`src/rtl/posit_decode_pipe.sv`:
```
// posit_decode_pipe: 2-stage elastic posit decoder (sign/magnitude, then regime/exponent/fraction).
// Define POSIT_DECODE_STATS_EN to add saturating zero_cnt/nar_cnt output-transfer counters.
module posit_decode_pipe #(
    parameter int N  = 10,
    parameter int ES = 4,
    localparam int FRAC_W  = N - 3 - ES,
    localparam int SCALE_W = ES + $clog2(N) + 1
) (
    input  logic               clk,
    input  logic               reset,
    input  logic               in_valid,
    output logic               in_ready,
    input  logic [N-1:0]       in_posit,
    output logic               out_valid,
    input  logic               out_ready,
    output logic               out_sign,
    output logic [SCALE_W-1:0] out_scale,
    output logic [FRAC_W:0]    out_mant,
    output logic               out_pzero,
    output logic               out_pinf
`ifdef POSIT_DECODE_STATS_EN
    ,
    output logic [15:0]        zero_cnt,
    output logic [15:0]        nar_cnt
`endif
);
    localparam int RW = $clog2(N) + 1;

    logic                 s1_valid, s1_sign, s1_zero, s1_nar;
    logic [N-2:0]         s1_mag;
    logic [N-4:0]         rem;
    logic [RW-1:0]        run;
    logic                 done;
    logic [SCALE_W-1:0]   k;
    logic                 s2_ready, special;

    assign s2_ready = !out_valid || out_ready;
    assign in_ready = !s1_valid || s2_ready;
    assign special  = s1_zero || s1_nar;

    always_ff @(posedge clk) begin
        if (reset) begin
            s1_valid <= 1'b0;
            s1_sign  <= 1'b0;
            s1_zero  <= 1'b0;
            s1_nar   <= 1'b0;
            s1_mag   <= '0;
        end else if (in_ready) begin
            s1_valid <= in_valid;
            if (in_valid) begin
                s1_sign <= in_posit[N-1];
                s1_zero <= in_posit == '0;
                s1_nar  <= in_posit == {1'b1, {(N-1){1'b0}}};
                s1_mag  <= in_posit[N-1] ? -in_posit[N-2:0] : in_posit[N-2:0];
            end
        end
    end

    // Bits after the regime terminator, exponent on top and fraction below, zero-filled on truncation.
    always_comb begin
        run  = '0;
        done = 1'b0;
        for (int i = N - 2; i >= 0; i--) begin
            done = done || (s1_mag[i] != s1_mag[N-2]);
            run  = done ? run : run + RW'(1);
        end
        rem = (N-3)'((s1_mag << (run + RW'(1))) >> 2);
        k   = s1_mag[N-2] ? SCALE_W'(run) - SCALE_W'(1) : -SCALE_W'(run);
    end

    always_ff @(posedge clk) begin
        if (reset) begin
            out_valid <= 1'b0;
            out_sign  <= 1'b0;
            out_scale <= '0;
            out_mant  <= '0;
            out_pzero <= 1'b0;
            out_pinf  <= 1'b0;
        end else if (s2_ready) begin
            out_valid <= s1_valid;
            if (s1_valid) begin
                out_sign  <= s1_sign && !special;
                out_scale <= special ? '0 : (k << ES) | SCALE_W'(rem[N-4 -: ES]);
                out_mant  <= special ? '0 : {1'b1, rem[FRAC_W-1:0]};
                out_pzero <= s1_zero;
                out_pinf  <= s1_nar;
            end
        end
    end

`ifdef POSIT_DECODE_STATS_EN
    always_ff @(posedge clk) begin
        if (reset) begin
            zero_cnt <= '0;
            nar_cnt  <= '0;
        end else if (out_valid && out_ready) begin
            zero_cnt <= (out_pzero && zero_cnt != 16'hFFFF) ? zero_cnt + 16'd1 : zero_cnt;
            nar_cnt  <= (out_pinf && nar_cnt != 16'hFFFF) ? nar_cnt + 16'd1 : nar_cnt;
        end
    end
`endif
endmodule

```
`config.mk`:
```
export PLATFORM = sky130hd
export DESIGN_NAME = posit_decode_pipe
export DESIGN_NICKNAME = d
export VERILOG_FILES = /design/src/rtl/posit_decode_pipe.sv
export SDC_FILE = /design/constraint.sdc
export NUM_CORES = 1
export LEC_CHECK = 0
export BUFFER_PORTS_ARGS = -buffer_cell sky130_fd_sc_hd__buf_2
export CAP_MARGIN = 10
export CORE_ASPECT_RATIO = 1.2
export CORE_MARGIN = 3
export CORE_UTILIZATION = 52
export DETAILED_ROUTE_END_ITERATION = 10
export PLACE_DENSITY_LB_ADDON = 0.25
export SLEW_MARGIN = 20
export SYNTH_ARGS = -nofsm -noshare
export SYNTH_HDL_FRONTEND = slang
export SYNTH_SLANG_ARGS = --single-unit
```
`constraint.sdc`:
```
create_clock -name clk -period 4.7 [get_ports clk]
set_input_delay 0.94 -clock clk [delete_from_list [all_inputs] [get_ports clk]]
set_output_delay 0.94 -clock clk [all_outputs]
set_load 0.02 [all_outputs]
```
# Word-level counts from Yosys, hierarchy flattened
# Index checks and enable logic that the tools add are counted.
[totals] inputBits=14 regBits=30 out_inout_bits=18 wordCells=62
[op_classes] eq_ne=9 mux=12 n_shift=1 n_reduce_logical=17 bitwise=1 addsub=11
[ops] cell="$mux 5" n=6
[ops] cell="$add 5x1->5 const B" n=5
[ops] cell="$mux 9" n=2
[ops] cell="$eq 10x10->1 const B" n=1
[ops] cell="$logic_not 10->1" n=1
[ops] cell="$logic_or 1x1->1" n=10
[ops] cell="$neg 9->9" n=1
[ops] cell="$or 9x4->9" n=1
[ops] cell="$shl 9x5->9" n=1
[ops] cell="$mux 4" n=2
[ops] cell="$ne 1x1->1" n=8
[ops] cell="$add 4x1->5 const B" n=1
[ops] cell="$neg 5->5" n=1
[ops] cell="$sub 5x1->5 const B" n=1
[ops] cell="$add 3x1->4 const B" n=1
[ops] cell="$reduce_and 2->1" n=2
[ops] cell="$add 2x1->3 const B" n=1
[ops] cell="$logic_not 1->1" n=3
[ops] cell="$mux 3" n=1
[ops] cell="$mux 2" n=1
[ops] cell="$logic_and 1x1->1" n=1

# Longest topological paths before layout
# Gate-level depths: netlist (run 1).
[depth] ltp_word=20 depth_mapped=24 ltp_nobuf=23

# Worst setup path before layout (run 1)
# Ideal clock, no wire load.
[synth_path] path_kind="reg2reg" from="register s1_mag[8]" to="register out_mant[0]" synth_period_minus_slack_ns=5.153 setup_time_ns=0.128 path_stages_with_launch=25 t_arrival_ns=5.025 t_required_ns=4.572 n_path_buf=2 setup_slack_ns=-0.453 cell_sequence="dfxtp_1 clkbuf_1 buf_2 or2_2 o22ai_2 nand2_1 ha_1 a21o_1 ha_1 nor2_1 a21boi_0 ha_1 mux2_2 ha_1 mux2i_1 mux2i_1 o21a_1 ha_1 inv_1 a221o_1 maj3_1 nand4_1 a21oi_2 a32oi_1 nor2_1"
[synth_between] elab_chain_len=19 word_cells_on_any_way=33 classes_between="add/sub: 8; eq/ne: 8; shift: 1; mux: 9; reduce/logical: 7"
[synth_lines] item="start, declared" line="30" rtl="logic [N-2:0] s1_mag;"
[synth_lines] item="start signal, assigned" line="54" rtl="s1_mag <= in_posit[N-1] ? -in_posit[N-2:0] : in_posit[N-2:0];"
[synth_lines] item="$ne 1x1->1" line="64" rtl="done = done || (s1_mag[i] != s1_mag[N-2]);"
[synth_lines] item="$mux 2" line="65" rtl="run = done ? run : run + RW'(1);"
[synth_lines] item="$add 2x1->3" line="65"
[synth_lines] item="$mux 3" line="65"
[synth_lines] item="$add 3x1->4" line="65"
[synth_lines] item="$mux 4" line="65"
[synth_lines] item="$add 4x1->5" line="65"
[synth_lines] item="$mux 5" line="65"
[synth_lines] item="[3 not listed]"
[synth_lines] item="$mux 5" line="65"
[synth_lines] item="$add 5x1->5" line="65"
[synth_lines] item="$mux 5" line="65"
[synth_lines] item="$add 5x1->5" line="65"
[synth_lines] item="$mux 5" line="65"
[synth_lines] item="$add 5x1->5" line="67" rtl="rem = (N-3)'((s1_mag << (run + RW'(1))) >> 2);"
[synth_lines] item="$shl 9x5->9 (*)" line="67"
[synth_lines] item="$mux 4 (*)" line="84" rtl="out_mant <= special ? '0 : {1'b1, rem[FRAC_W-1:0]};"
[synth_lines] item="end signal, assigned" line="84"
[synth_lines] item="end, declared" line="18" rtl="output logic [FRAC_W:0] out_mant,"
# Mark *: on every way between the ends. The rest lies on a longest branch, timed or not.
# A chain may end at the register's enable or synchronous reset.

# Worst setup path after layout (run 1)
[layout_path] from="register s1_mag[8]" to="register out_mant[1]"
# Same word-level chain as after synthesis.

==> results of run 1 <==
## registers in the layout, indices dropped and copies added (netlist names)
| name | cells |
|---|---|
| out_mant | 4 |
| out_pinf | 1 |
| out_pzero | 1 |
| out_scale | 9 |
| out_sign | 1 |
| out_valid | 1 |
| s1_mag | 9 |
| s1_nar | 1 |
| s1_sign | 1 |
| s1_valid | 1 |
| s1_zero | 1 |
## timing repair
item,in CTS,in global routing
cloned,0,0
gates resized for setup,0,14
pin swaps,1,20
setup buffers,0,3
endpoints found under the setup margin,2,7
## power by group
group | switching, µW | internal, µW
clock | 95.5 | 117
combinational | 239 | 210
sequential | 15.7 | 274
## layer usage
layer | share of wire [%] | up-vias | GRT usage [%] | wire length (µm)
met1 | 44 | 927 | 24.9 | 2070
met5 | 0 | - | 0 | 0
met3 | 2.9 | 11 | 3.66 | 137
li1 | - | 1021 | - | -
met2 | 51 | 38 | 36.0 | 2420
met4 | 2.3 | 0 | 8.88 | 111
## layout by cell type (no fill, tap or decap), types with 8 or more instances in the layout
| master | Yosys | routed |
|---|---|---|
| a211oi_1 | 9 | 9 |
| nand2_1 | 23 | 22 |
| buf_2 | 1 | 31 |
| xnor2_1 | 8 | 8 |
| mux2i_1 | 12 | 12 |
| a21oi_1 | 18 | 18 |
| inv_1 | 13 | 12 |
| buf_4 | 0 | 14 |
| dfxtp_1 | 30 | 26 |
| nor2_1 | 29 | 28 |
## worst max path at each step
stage,slack [ns],end,depth (start not counted)
floorplan,0.03,out_mant[0],23
global placement,0.05,out_mant[1],22
detailed placement,0.01,out_mant[1],22
CTS,0.006,out_mant[1],22
global route,-0.14,out_mant[1],22
finish,0.04,out_mant[1],22
## critical path: cells and delay by family (launching register included)
kind,cells,cell delay [ns]
and+or+nand+nor,5,0.84
muxes,3,0.48
AOI/OAI and AO/OA,7,1.37
buffers and inverters,1,0.05
DFF,1,0.32
adders and majority gates,6,1.49
## kinds of logic (layout without fill, tap and decap cells)
family,Yosys count,after routing
multiplexers,16,16
flip-flops,30,30
XOR/XNOR,16,16
AO/OA/AOI/OAI,72,72
buffers and inverters,26,66
adder cells (fa/ha/maj),9,9
AND/OR/NAND/NOR,93,93
## cell usage after synthesis (all sizes together), types with 5 or more instances
cell | n | area, µm²
a211oi | 9 | 67.6
a21oi | 19 | 98.9
and2 | 5 | 33.8
clkbuf | 11 | 41.3
dfxtp | 30 | 601
ha | 8 | 100
inv | 13 | 48.8
mux2i | 12 | 120
nand2 | 24 | 92.6
nand2b | 5 | 31.3
nand3 | 5 | 25.0
nor2 | 30 | 129
nor3 | 6 | 30.0
o21ai | 9 | 48.8
xnor2 | 10 | 114
xor2 | 6 | 52.6
## area by class of cell
cell class                 instances  share of cell area (%)
clock buffer                       6                    3.13
clock inverter                     2                   0.474
inverter                          13                    1.94
multi-input combinational        206                    59.1
sequential                        30                    22.9
tap                               54                    2.56
timing repair buffer              45                    9.86
## metrics by stage
step / TNS [ns] / setup slack, ns / area [µm²] / power, µW / std cells
2_1_floorplan: 0 / 0.0306 / 2220 / 615 / 262
3_3_place_gp: 0 / 0.0540 / 2460 / 698 / 345
3_5_place_dp: 0 / 0.0117 / 2460 / 702 / 345
4_1_cts: 0 / 0.00625 / 2560 / 916 / 353
5_1_grt: -0.686 / -0.144 / 2640 / 1010 / 356
6_report: 0 / 0.0448 / 2640 / 952 / 356
==> results.toml, run 1 <==
[clock_network]
clock_path_buffers = 2
postCtsHoldBufs = 0
htreeDepth = 2
clock_sinks = 30
clk_pin_slew_ns = 0.07
cts_tree = "yes"
cts_root_buf = "clkbuf_8"
clkLatencyLatePin_ns = 0.28
cts_buffers = 5

[synth]
syn-mean-instance-area_um2 = 8.27
synth_fa_ha_area_share_pct = 5.08
synthArstFlopShare_pct = 0
synth_xor_area_share_pct = 7.68
synth_top_family_by_area = "compound AO/OA/AOI/OAI gates"
yosys.area_share.simple_pct = 21.5
seq_area_frac_synth_pct = 27.7
synth_area_um2 = 2170
syn_inst = 262
ys_warn_count = 0
ys.flop_type = "dfxtp_1"
synth_edf_count = 0
synth_cell_types = 61
ys_ff_latch = 30
synth.area.mux_share_pct = 8.32
synth_compound_area_share_pct = 24.7
syn_nets = 284

[timing]
finClkSkew_ns = 0.00792
slew_violations = 0
maxSlewHeadroom_pct = 53.7
hold_viol = 0
period_needed_ns = 4.66
timing.hold.ws_ns = 0.448
tightest_slew_ns = 0.689
fin_crit_sh_pct = 99.0
max_freq_ghz = 0.215
report.final.setup_viol = 0
rsz0062_at_grt = "true"

[setup_path]
cp-end-kind = "flop"
path_max_fanout = 6
reg2reg_depth = 22
critical_path.cell_chain = "or4_4 -> o22a_4 -> nand2_2 -> ha_4 -> a21o_1 -> ha_4 -> nor2_4 -> a21boi_2 -> ha_1 -> mux2_4 -> ha_4 -> mux2i_1 -> mux2i_1 -> o21a_2 -> ha_4 -> inv_4 -> a221o_1 -> maj3_2 -> nand4_1 -> a21oi_4 -> a32oi_1 -> nor2_1"
r2r_slack_ns = 0.04
crit_arrival_ns = 4.81
slowest_delay_ns = 0.54
crit_path_start_kind = "flop"
crit_path_top_delay_cell = "or4_4"
timing_worst_setup_path_type = "flop to flop"
crit_start = "s1_mag[8]"
r2r-end = "out_mant[1]"
crit_required_ns = 4.86
cp_common_cell = "ha_4"
reg2reg_from = "s1_mag[8]"

[global_route]
antenna_found_initial = 0
grt_pass1_wl_um = 8330
grtUsageTotal_pct = 20.9
grt_pass1_vias = 1877
overflow = 0
grt_max_degree = 30

[drt]
firstDrtPassIters = 4
drc_errors = 0
via_count = 1997
post_drt_wl_per_cell_um = 13.3
drt-total-wl_um = 4740
drt_iter0_markers = 79
ant_nets = 0
avgViaCountPerCell = 5.61

[pwr]
power_density_nw_per_um2 = 361
leakage_uw = 0.00111
ir_worst_vdd_mv = 0.207

[min_path]
min_path_type = "flop to flop"
holdPathEnd = "out_scale[7]"
min_path_cells = 2
holdCritStartpoint = "out_scale[7]"

[die]
ios = 32
die_area_um2 = 4980
die_h_um = 76.7
num_rows = 25
core-area_um2 = 3970
dieWidth_um = 64.9
start_util_pct = 54.5

[cells_and_area]
synthToLayoutAreaGrowth_pct = 21.8
drive_gt1_share_pct = 30.5
multi_input_area_um2 = 1560
nets = 323
fin_util_pct = 66.4
ff_latch_area_um2 = 606
diodes = 0
fillers = 371

[placed_design]
hpwl_um = 3670
io_buffer_count = 31
finalWeightedCongestion = 0.910

[run]
drv_cap = 0

[run_status]
status = "finished, final reports clean"
No activity file was read; power rests on OpenSTA's default activity.
==> run 2: changes to the inputs <==
--- a/config.mk
+++ b/config.mk
@@ -5,7 +5,7 @@
 export SDC_FILE = /design/constraint.sdc
 export NUM_CORES = 1
 export LEC_CHECK = 0
-export BUFFER_PORTS_ARGS = -buffer_cell sky130_fd_sc_hd__buf_2
+export BUFFER_PORTS_ARGS = -buffer_cell sky130_fd_sc_hd__buf_4
 export CAP_MARGIN = 10
 export CORE_ASPECT_RATIO = 1.2
 export CORE_MARGIN = 3
==> results.toml, run 2 (synthesis results as in run 1) <==
[cells_and_area]
nets = 324
ff_latch_area_um2 = 602
final_common_cell = "buf_4"
most-common-layout-cells = "buf_4 (46), dfxtp_1 (29), nor2_1 (28)"
multi_input_area_um2 = 1560
drive_gt1_share_pct = 30.4
fin_area_um2 = 2730
fillers = 356
largestRegisters = "out_scale (9), s1_mag (9), out_mant (4)"
diodes = 0
stdcell_count = 357
synthToLayoutAreaGrowth_pct = 25.8

[drt]
ant_nets = 0
drt-total-wl_um = 5320
via_count = 2014
drc_errors = 0
firstDrtPassIters = 4
drt_iter0_markers = 72
avgViaCountPerCell = 5.64
post_drt_wl_per_cell_um = 14.9

[clock_network]
cts_buffers = 5
clock_path_buffers = 2
htreeDepth = 2
clk_pin_slew_ns = 0.07
cts_tree = "yes"
clock_sinks = 30
clkLatencyLatePin_ns = 0.29
cts_root_buf = "clkbuf_8"

[setup_path]
crit_required_ns = 4.88
slowest_delay_ns = 0.53
crit_path_start_kind = "flop"
reg2reg_depth = 22
critical_path.cell_chain = "or4_4 -> o22a_4 -> nand2_4 -> ha_4 -> a21o_1 -> ha_4 -> nor2_4 -> a21boi_2 -> ha_1 -> mux2_4 -> ha_4 -> mux2i_2 -> mux2i_1 -> o21a_2 -> ha_4 -> inv_4 -> a221o_1 -> maj3_2 -> nand4_1 -> a21oi_4 -> a32oi_1 -> nor2_1"
cp-end-kind = "flop"
crit_path_top_delay_cell = "or4_4"
crit_arrival_ns = 4.84
path_max_fanout = 6
timing_worst_setup_path_type = "flop to flop"
cp_common_cell = "ha_4"

[run_status]
status = "finished, final reports clean"

[placed_design]
dp_cells = 343
post-place-ws_ns = -0.0392
finalWeightedCongestion = 0.935
post_dp_cell_area_um2 = 2520
hpwl_um = 3880
io_buffer_count = 31

[pwr]
ir_worst_vdd_mv = 0.226
power_density_nw_per_um2 = 364
leakage_uw = 0.00113

[die]
num_rows = 25
die_h_um = 76.7
dieWidth_um = 64.9
core-area_um2 = 3970
die_area_um2 = 4980
start_util_pct = 54.5
ios = 32

[timing]
finClkSkew_ns = 0.00597
hold_viol = 0
max_freq_ghz = 0.215
tightest_slew_ns = 0.689
finalSetupTns_ns = 0
rsz0062_at_grt = "true"
period_needed_ns = 4.66
fin_crit_sh_pct = 99.1
slew_violations = 0
worst_slack_ns = 0.0407
maxSlewHeadroom_pct = 53.7
report.final.setup_viol = 0

[min_path]
min_path_cells = 2
min_path_type = "flop to flop"

[global_route]
grtUsageTotal_pct = 21.9
grt_max_degree = 30
overflow = 0
grt_pass1_vias = 1835
antenna_found_initial = 0
grt_pass1_wl_um = 8550

[run]
drv_cap = 0
-- run 2: where the power goes --
group / internal [µW] / total, µW / switching (µW)
sequential: 274 / 291 / 16.7
clock: 117 / 223 / 105
combinational: 224 / 478 / 253
total: 616 / 991 / 375
-- run 2: routing by layer --
layer  vias up  track usage, %  share of wire, %
met5         -               0                 0
li1       1021               -                 -
met2        31            37.8                52
met4         0            9.30               2.4
met3        11            3.95               2.6
met1       951            26.2                43
-- run 2: final cells by class --
cell class / count / share of cell area [%]
Inverter: 13 / 1.88
Clock inverter: 2 / 0.459
Multi-Input combinational cell: 206 / 57.4
Tap cell: 54 / 2.48
Sequential cell: 30 / 22.1
Clock buffer: 6 / 3.03
Timing Repair Buffer: 46 / 12.7
-- run 2: worst paths after layout --
kind | endpoint | slack [ns] | start
setup / recovery | out_mant[0] | 0.04 | s1_mag[6]
setup reg to reg | out_mant[0] | 0.04 | s1_mag[6]
hold reg to reg | out_scale[7] | 0.45 | out_scale[7]
hold / removal | out_scale[7] | 0.45 | out_scale[7]
-- run 2: critical path, delay by kind of cell, from the launching register on --
| kind | cells | cell delay (ns) |
|---|---|---|
| DFF | 1 | 0.32 |
| and+or+nand+nor | 5 | 0.82 |
| buffers and inverters | 1 | 0.05 |
| muxes | 3 | 0.48 |
| adders and majority gates | 6 | 1.49 |
| AOI/OAI and AO/OA | 7 | 1.40 |
-- run 2: timing repair --
action	4_1_cts	5_1_grt
resized for setup	1	12
pin swaps	3	18
hold buffers	0	0
setup endpoints to repair	7	7
setup buffers	2	4
hold endpoints to repair	0	0
-- run 2: stage by stage --
| stage | util, % | power [µW] | hold WS [ns] |
|---|---|---|---|
| after floorplan | - | 615 | 0.436 |
| after global placement | 63.6 | 708 | 0.443 |
| after detailed placement | 63.6 | 718 | 0.444 |
| after CTS | 66.3 | 948 | 0.454 |
| after global routing | 68.6 | 1040 | 0.477 |
| final | 68.6 | 991 | 0.453 |
